### src/rtl/alu_feeder_pkg.sv
// alu_feeder_pkg: state encodings and data width shared by the operand sequencer
package alu_feeder_pkg;
  localparam int DW = 8;
  typedef enum logic [2:0] {
    S_A     = 3'd0,
    S_B     = 3'd1,
    S_ISSUE = 3'd2,
    S_CAP   = 3'd3,
    S_OUT   = 3'd4
  } state_t;
endpackage

### src/rtl/alu_feeder.sv
// alu_feeder: loads an operand pair for the registered AND stage, captures its result and hands it off
module alu_feeder
  import alu_feeder_pkg::*;
#(
  parameter int CNT_W = 8
) (
  input  logic             m_clock,
  input  logic             p_reset,
  input  logic [DW-1:0]    din,
  input  logic             din_valid,
  output logic             din_ready,
  output logic [DW-1:0]    opa,
  output logic [DW-1:0]    opb,
  input  logic [DW-1:0]    f_in,
  output logic [DW-1:0]    res,
  output logic             res_valid,
  input  logic             res_ready,
  output logic [CNT_W-1:0] op_count
);
  state_t           r_state;
  state_t           w_next;
  logic             w_din_ready;
  logic             w_res_valid;
  logic [DW-1:0]    r_opa;
  logic [DW-1:0]    r_opb;
  logic [DW-1:0]    r_res;
  logic [CNT_W-1:0] r_cnt;

  // state register
  always_ff @(posedge m_clock or posedge p_reset)
    if (p_reset) r_state <= S_A;
    else         r_state <= w_next;

  // next state; handshake flags depend on state only
  always_comb begin
    w_next      = r_state;
    w_din_ready = (r_state == S_A) || (r_state == S_B);
    w_res_valid = (r_state == S_OUT);
    case (r_state)
      S_A:     w_next = din_valid ? S_B : S_A;
      S_B:     w_next = din_valid ? S_ISSUE : S_B;
      S_ISSUE: w_next = S_CAP;
      S_CAP:   w_next = S_OUT;
      S_OUT:   w_next = res_ready ? S_A : S_OUT;
      default: w_next = S_A;
    endcase
  end

  // operands load on their accept edges, result is captured one cycle after issue
  always_ff @(posedge m_clock or posedge p_reset)
    if (p_reset) begin
      r_opa <= '0;
      r_opb <= '0;
      r_res <= '0;
      r_cnt <= '0;
    end else begin
      if (r_state == S_A && din_valid) r_opa <= din;
      if (r_state == S_B && din_valid) r_opb <= din;
      if (r_state == S_CAP) r_res <= f_in;
      if (r_state == S_OUT && res_ready) r_cnt <= r_cnt + CNT_W'(1);
    end

  assign din_ready = w_din_ready;
  assign res_valid = w_res_valid;
  assign opa       = r_opa;
  assign opb       = r_opb;
  assign res       = r_res;
  assign op_count  = r_cnt;
endmodule
### config.mk
export PLATFORM = sky130hd
export DESIGN_NAME = alu_feeder
export DESIGN_NICKNAME = d
export VERILOG_FILES = /design/src/rtl/alu_feeder_pkg.sv /design/src/rtl/alu_feeder.sv
export SDC_FILE = /design/constraint.sdc
export NUM_CORES = 1
export LEC_CHECK = 0
export CORE_AREA = 2 2 80 82
export DETAILED_ROUTE_END_ITERATION = 6
export DIE_AREA = 0 0 82 84
export PLACE_DENSITY = 0.56
export SLEW_MARGIN = 10
export SYNTH_ARGS = -nofsm -noshare
export SYNTH_HDL_FRONTEND = slang
export SYNTH_SLANG_ARGS = --single-unit
### constraint.sdc
create_clock -name m_clock -period 4.33 [get_ports m_clock]
set_input_delay 1.0825 -clock m_clock [delete_from_list [all_inputs] [get_ports m_clock]]
set_output_delay 1.0825 -clock m_clock [all_outputs]
set_load 0.005 [all_outputs]
==> out/results.env, run 1 <==
POST_SYNTHESIS_CELL_COUNT=97
FINAL_CYCLE_SHARE_PCT=60.2
CLOCK_LATENCY_NS=0.28
ENDPOINT_KIND='output pin'
CHIPWIDTH_UM=82
CRITPATHSLOWESTCELL='sky130_fd_sc_hd__clkdlybuf4s50_1'
ROUTE.DETAILED.VIAS_PER_INST=4.16
WORST_SLEW_PIN_SLEW_NS=1.07
CP.REQUIRED_NS=3.25
GRT_SETUP_UNREPAIRED='false'
POST-CTS-SETUP-BUFFERS=0
REMAINING_DRC_ERRORS=0
GRT-OVFL-TOTAL=0
FINALHOLDVIOLATIONS=0
P_PER_AREA_nW_PER_UM2=657
DESIGN_AREA_UM2=2130
GRT_START_MAX_NET_PINS=29
SYNTH.YOSYS.SEQ_AREA_SHARE_PCT=61.6
POST_LAYOUT_NONFILLER_INSTANCES=232
TIMING.SETUP.CRITICAL_PATH_CLASS='register to output pin'
FINALCRITICALPERIOD_NS=2.60
CRITICAL_PATH.TOP_DELAY_FAMILY='buffers and inverters'
NUM_VIAS=966
PATH_MAX_FANOUT=8
FP-ROW-COUNT=29
FINAL-SETUP-VIOL-COUNT=0
ROUTED_WIRE_LENGTH_PER_INSTANCE_UM=13.4
OUTCOME='complete, no violations'
TIMING.SETUP.TNS_NS=0
PLACED_CELLS=224
PORT_BUFFERS=53
CRITICAL_PATH.N_BUFFERS_INVERTERS=2
DRIVE_GT1_SHARE_PCT=23.9
SYNTHDISTINCTLIBCELLS=19
CP.DEPTH=4
ARRIVAL_NS=1.52
DRT-PASS1-ITER-COUNT=2
SERIES_OF_CELL_INSTANCES_ALONG_THE_CRITICAL_PATH='nor2_1 -> nand2_1 -> inv_1 -> clkdlybuf4s50_1'
PLACEDINSTANCEAREA_UM2=2030
CTS_MAX_PATH_BUFFERS=2
VDD_IR_DROP_MAX_mV=0.179
AREA_ENCLOSED_BY_THE_DIE_BOUNDARY_UM2=6890
ANTENNA_CELLS_INSERTED=0
RR_WORST_DEPTH=2
GRT.TOTAL_USAGE_PCT=9.69
CTS_TREE='yes'
CTS_HOLD_BUF=0
INITIAL_UTILIZATION_PCT=23.3
COUNT_OF_CELLS_ALONG_THE_WORST_HOLD_PATH=1
WIRE_LENGTH_OF_THE_FIRST_GLOBAL_ROUTING_PASS_UM=4960
TOP_LEVEL_PORTS=54
NUMBER_OF_WARNINGS_ISSUED_BY_YOSYS=0
TOTAL_CTS_BUFFERS=5
STATIC-LEAKAGE-POWER_nW=0.888
POST_CTS.RESIZED_INSTANCES=0
DP_SLACK_NS=1.68
DRV_CAP=0
SYNTH_AREA_UM2=1420
CTSHTREEMAXLEVEL=2
GP_CONGESTION=0.751
FILLER_CELL_COUNT=593
DETAIL-ROUTE-ANTENNA-NETS=0
DETAILEDROUTE.FIRSTITERATIONVIOLATIONS=15
MIN_PATH_TYPE='register to register'
FINCLKSKEW_NS=0.00419
CLK_PIN_SLEW_NS=0.07
CTS.SINK_COUNT=35
MAXCLOCKFREQUENCY_GHz=0.384
COREAREA_UM2=6100
DRT-TOTAL-WL_UM=3100
FIRST_GLOBAL_VIAS=997
MAX_STAGE_DELAY_NS=0.49
NUM-NETS-FINAL=175
SYN2LAYOUT_AREA_GROWTH_PCT=49.8
SLEW-LIMIT-HEADROOM_PCT=28.4
FINAL_MAX_SLEW_VIOL_COUNT=0
FINAL_UTIL_PCT=35.0
ROOT_BUFFER='sky130_fd_sc_hd__clkbuf_8'
FLOORPLAN.DIE.HEIGHT_UM=84
CRITICAL_PATH.STARTPOINT_TYPE='register'
SYN_AREA_PER_CELL_UM2=14.7
POSTLAYOUTSETUPSLACKWORST_NS=1.73
GRT_ANTENNA_BEFORE_REPAIR=0
SYNTH_NETS=118
DETAILEDPLACEMENTHPWL_UM=2380
FLOP_AND_LATCH_COUNT_OUT_OF_SYNTHESIS=35
-- cell type report --
| cell class | instances | area [um2] | share of cell area (%) |
|---|---|---|---|
| clock buffer | 8 | 100 | 4.70 |
| inverter | 2 | 7.51 | 0.352 |
| multi-input combinational | 55 | 505 | 23.7 |
| sequential | 35 | 876 | 41.1 |
| tap | 77 | 96.3 | 4.52 |
| timing repair buffer | 55 | 546 | 25.6 |
-- cells by family (layout without fill, tap and decap cells) --
group | after synthesis | in the layout | synth area share, %
buffers and inverters | 7 | 65 | 2.90
DFF | 35 | 35 | 61.6
xor gates and xnor gates | 8 | 8 | 4.93
AOI/OAI and AO/OA | 1 | 1 | 0.351
and+or+nand+nor | 19 | 19 | 8.79
muxes | 26 | 26 | 20.6
adders and majority gates | 1 | 1 | 0.879
-- cell usage in the layout (no fill, tap or decap) --
cell                               n
sky130_fd_sc_hd__nand2_1           4
sky130_fd_sc_hd__clkbuf_8          7
sky130_fd_sc_hd__nor4b_4           1
sky130_fd_sc_hd__nand3b_1          1
sky130_fd_sc_hd__o21ai_0           1
sky130_fd_sc_hd__dfrtp_1          35
sky130_fd_sc_hd__ha_1              1
sky130_fd_sc_hd__xor2_1            2
sky130_fd_sc_hd__nor2_1            5
sky130_fd_sc_hd__buf_4             2
sky130_fd_sc_hd__clkbuf_1          1
sky130_fd_sc_hd__nor4bb_1          1
sky130_fd_sc_hd__and3_1            2
sky130_fd_sc_hd__clkdlybuf4s50_1  53
sky130_fd_sc_hd__and4bb_2          1
sky130_fd_sc_hd__nand4_1           4
sky130_fd_sc_hd__mux2_2           26
sky130_fd_sc_hd__xnor2_1           6
sky130_fd_sc_hd__inv_1             2
-- state kept, by name, summed over array words and instances, names as in the netlist --
name / cells
op_count: 8
opa: 8
opb: 8
r_state: 3
res: 8
-- metrics by stage --
| step | power [mW] | hold slack, ns |
|---|---|---|
| 2_1_floorplan | 0.825 | 0.468 |
| 3_5_place_dp | 1.16 | 0.472 |
| 6_report | 1.40 | 0.480 |
| 3_3_place_gp | 1.14 | 0.467 |
| 5_1_grt | 1.50 | 0.495 |
| 4_1_cts | 1.43 | 0.486 |
-- metal layers --
metal | wire, um | GRT usage, % | share of wire [%]
met4 | 65 | 5.00 | 2.1
met3 | 151 | 3.14 | 4.9
met2 | 1640 | 16.3 | 53
met1 | 1240 | 10.6 | 40
met5 | 0 | 0 | 0
-- synthesized netlist by cell type, drive strengths merged --
cell	count	area share, %
o21ai	1	0.35
nand4	4	1.8
xor2	2	1.2
nand2	4	1.1
and3	2	0.88
inv	2	0.53
nand3b	1	0.53
clkbuf	1	0.35
nor4b	1	1.7
nor2	5	1.3
mux2	26	21
ha	1	0.88
and4bb	1	0.88
buf	4	2.0
dfrtp	35	62
xnor2	6	3.7
nor4bb	1	0.70
-- report_power, final --
part           internal (mW)  leakage [nW]  switching, mW
registers              0.470         0.428          0.106
logic                  0.401         0.408          0.169
clock network          0.145        0.0515          0.108
total                   1.02         0.888          0.383
-- path summary, 6_finish.rpt --
check	start	endpoint	slack, ns
hold / removal	op_count[7]$_DFFE_PP0P_	op_count[7]$_DFFE_PP0P_	0.48
setup / recovery	r_state[1]$_DFF_PP0_	res_valid	1.73
hold reg to reg	op_count[7]$_DFFE_PP0P_	op_count[7]$_DFFE_PP0P_	0.48
setup reg to reg	r_state[1]$_DFF_PP0_	opa[1]$_DFFE_PP0P_	2.71
max in group asynchronous	p_reset	op_count[3]$_DFFE_PP0P_	2.25
min in group asynchronous	p_reset	res[6]$_DFFE_PP0N_	1.37
Power figures use the tool's default switching activity.
==> run 2: changes to the inputs <==
==> constraint.sdc (replaced) <==
create_clock -name m_clock -period 2.6 [get_ports m_clock]
set_input_delay 0.65 -clock m_clock [delete_from_list [all_inputs] [get_ports m_clock]]
set_output_delay 0.65 -clock m_clock [all_outputs]
set_load 0.005 [all_outputs]
==> run 2 against run 1 <==
Effect of this change:
- non-clock buffer count unchanged
- clock skew grew 0.0015 ns
- routed wire length shrank 4.2%
==> out/results.env, run 2 (synthesis gave the netlist of run 1 again) <==
CLK_PIN_SLEW_NS=0.07  # about the same
POWER.NET_SWITCHING_mW=0.635  # was 0.383 mW
POST_CTS.RESIZED_INSTANCES=0  # unchanged
POST-CTS-SETUP-BUFFERS=0  # unchanged
ROUTE.DETAILED.VIAS_PER_INST=4.17  # was 4.16
DRV_CAP=0  # unchanged
NUM_VIAS=967  # was 966
FINAL_CYCLE_SHARE_PCT=83.2
AREA_ENCLOSED_BY_THE_DIE_BOUNDARY_UM2=6890  # unchanged
PORT_BUFFERS=53  # unchanged
STATIC-LEAKAGE-POWER_nW=0.888  # unchanged
MOSTFREQUENTLAYOUTCELLS='sky130_fd_sc_hd__clkdlybuf4s50_1, sky130_fd_sc_hd__dfrtp_1, sky130_fd_sc_hd__mux2_2, sky130_fd_sc_hd__clkbuf_8, sky130_fd_sc_hd__xnor2_1'  # unchanged
FP-ROW-COUNT=29  # unchanged
CTSHTREEMAXLEVEL=2  # unchanged
COREAREA_UM2=6100  # unchanged
FINAL_MAX_SLEW_VIOL_COUNT=0  # unchanged
WIRE_LENGTH_OF_THE_FIRST_GLOBAL_ROUTING_PASS_UM=4890  # was 4960 um
DETAILEDPLACEMENTHPWL_UM=2270  # was 2380 um
TIMING.SETUP.CRITICAL_PATH_CLASS='register to output pin'  # unchanged
CP.REQUIRED_NS=1.95  # was 3.25 ns
FIRST_GLOBAL_VIAS=1041  # was 997
ARRIVAL_NS=1.51  # was 1.52 ns
TOP_LEVEL_PORTS=54  # unchanged
SLEW-LIMIT-HEADROOM_PCT=64.0  # was 28.4%
WORST_SLEW_PIN_SLEW_NS=0.538  # was 1.07 ns
CTS_TREE='yes'  # unchanged
INTERNAL_POWER_mW=1.69  # was 1.02 mW
P_PER_AREA_nW_PER_UM2=1090  # was 657 nW/um2
FLOORPLAN.DIE.HEIGHT_UM=84  # unchanged
POWER_FRAC_COMB_PCT=40.6  # was 40.8%
GRT_ANTENNA_BEFORE_REPAIR=0  # unchanged
NUM-NETS-FINAL=175  # unchanged
POWER.SEQUENTIAL.FRACTION_PCT=41.3  # was 41.1%
PWR-SHARE-CLK_PCT=18.1  # about the same
ENDPOINT_KIND='output pin'  # unchanged
CTS_HOLD_BUF=0  # unchanged
CLOCK_LATENCY_NS=0.28  # about the same
PATH_MAX_FANOUT=8  # unchanged
GRT_SETUP_UNREPAIRED='false'  # unchanged
MAXCLOCKFREQUENCY_GHz=0.462
CTS.SINK_COUNT=35  # unchanged
DETAILEDROUTE.FIRSTITERATIONVIOLATIONS=24  # was 15
DRT-PASS1-ITER-COUNT=3  # was 2
GRT.TOTAL_USAGE_PCT=9.39  # was 9.69%
GRT_START_MAX_NET_PINS=36  # was 29
NETSWITCHINGFRACTION_PCT=27.3  # was 27.4%
ANTENNA_CELLS_INSERTED=0  # unchanged
MULTI_INPUT_AREA_UM2=505  # unchanged
DRT-TOTAL-WL_UM=2970  # was 3100 um
FIN_HOLD_WS_NS=0.470  # was 0.480 ns
VDD_IR_DROP_MAX_mV=0.344  # was 0.179 mV
TOTAL_CTS_BUFFERS=5  # unchanged
MIN_PATH_TYPE='register to register'  # unchanged
FINALCRITICALPERIOD_NS=2.16
LEADING_CELL_TYPE_IN_THE_LAYOUT_FILL_AND_TAPS_EXCLUDED='sky130_fd_sc_hd__clkdlybuf4s50_1'  # unchanged
SYN2LAYOUT_AREA_GROWTH_PCT=49.8  # unchanged
DETAIL-ROUTE-ANTENNA-NETS=0  # unchanged
FINAL-SEQ-AREA_UM2=876  # unchanged
TIMING.SETUP.TNS_NS=0  # unchanged
ROUTED_WIRE_LENGTH_PER_INSTANCE_UM=12.8  # was 13.4 um
CTS_MAX_PATH_BUFFERS=2  # unchanged
CHIPWIDTH_UM=82  # unchanged
ROOT_BUFFER='sky130_fd_sc_hd__clkbuf_8'  # unchanged
CRITICAL_PATH.STARTPOINT_TYPE='register'  # unchanged
OUTCOME='complete, no violations'  # unchanged
FINAL-SETUP-VIOL-COUNT=0  # unchanged
REMAINING_DRC_ERRORS=0  # unchanged
GP_CONGESTION=0.720  # was 0.751
DRIVE_GT1_SHARE_PCT=23.9  # unchanged
GRT-OVFL-TOTAL=0  # unchanged
INITIAL_UTILIZATION_PCT=23.3  # unchanged
FINALHOLDVIOLATIONS=0  # unchanged
FILLER_CELL_COUNT=596  # was 593
FINCLKSKEW_NS=0.00565  # was 0.00419 ns
## run 2: path summary, 6_finish.rpt
path / slack (ns) / endpoint / depth (start not counted) / from
setup / recovery: 0.44 / res_valid / 4 / r_state[1]$_DFF_PP0_
hold / removal: 0.47 / op_count[7]$_DFFE_PP0P_ / 1 / op_count[7]$_DFFE_PP0P_
setup reg to reg: 1.03 / opa[2]$_DFFE_PP0P_ / 2 / r_state[1]$_DFF_PP0_
hold reg to reg: 0.47 / op_count[7]$_DFFE_PP0P_ / 1 / op_count[7]$_DFFE_PP0P_
max in group asynchronous: 1.52 / opb[2]$_DFFE_PP0P_ / 3 / p_reset
min in group asynchronous: 0.76 / r_state[2]$_DFF_PP0_ / 3 / p_reset
## run 2: per-layer routing
layer | GRT usage [%] | vias up | wire length, um
met3 | 2.81 | 6 | 163
li1 | - | 449 | -
met5 | 0 | - | 0
met2 | 15.7 | 24 | 1570
met4 | 5.00 | 0 | 69
met1 | 10.4 | 488 | 1170
## run 2: power by group through the flow
stage | clock network, mW | registers, mW | logic [mW]
2_1_floorplan | 0 | 0.926 | 0.449
3_3_place_gp | 0 | 0.962 | 0.940
3_5_place_dp | 0 | 0.974 | 0.961
4_1_cts | 0.443 | 0.966 | 0.964
5_1_grt | 0.466 | 0.999 | 1.02
6_report | 0.422 | 0.961 | 0.945
## run 2: area by class of cell
| cell class | instances | area share (%) |
|---|---|---|
| Sequential cell | 35 | 41.1 |
| Multi-Input combinational cell | 55 | 23.7 |
| Timing Repair Buffer | 55 | 25.6 |
| Inverter | 2 | 0.352 |
| Tap cell | 77 | 4.52 |
| Clock buffer | 8 | 4.70 |
## run 2: critical path: stages, from the launching register on
cell and delay (ns):
sky130_fd_sc_hd__dfrtp_1 0.48, sky130_fd_sc_hd__nor2_1 0.13, sky130_fd_sc_hd__nand2_1 0.07, sky130_fd_sc_hd__inv_1 0.07
sky130_fd_sc_hd__clkdlybuf4s50_1 0.49
## run 2: through the flow
stage / instance area (um2) / util, % / setup slack (ns) / power, mW / std cells
finish: 2130 / 35.0 / 0.436 / 2.33 / 232
global route: 2130 / 35.0 / 0.333 / 2.48 / 232
CTS: 2130 / 35.0 / 0.413 / 2.37 / 232
detailed placement: 2030 / 33.3 / 0.402 / 1.94 / 224
global placement: 2030 / 33.3 / 0.441 / 1.90 / 224
floorplan: 1420 / - / 1.06 / 1.37 / 97
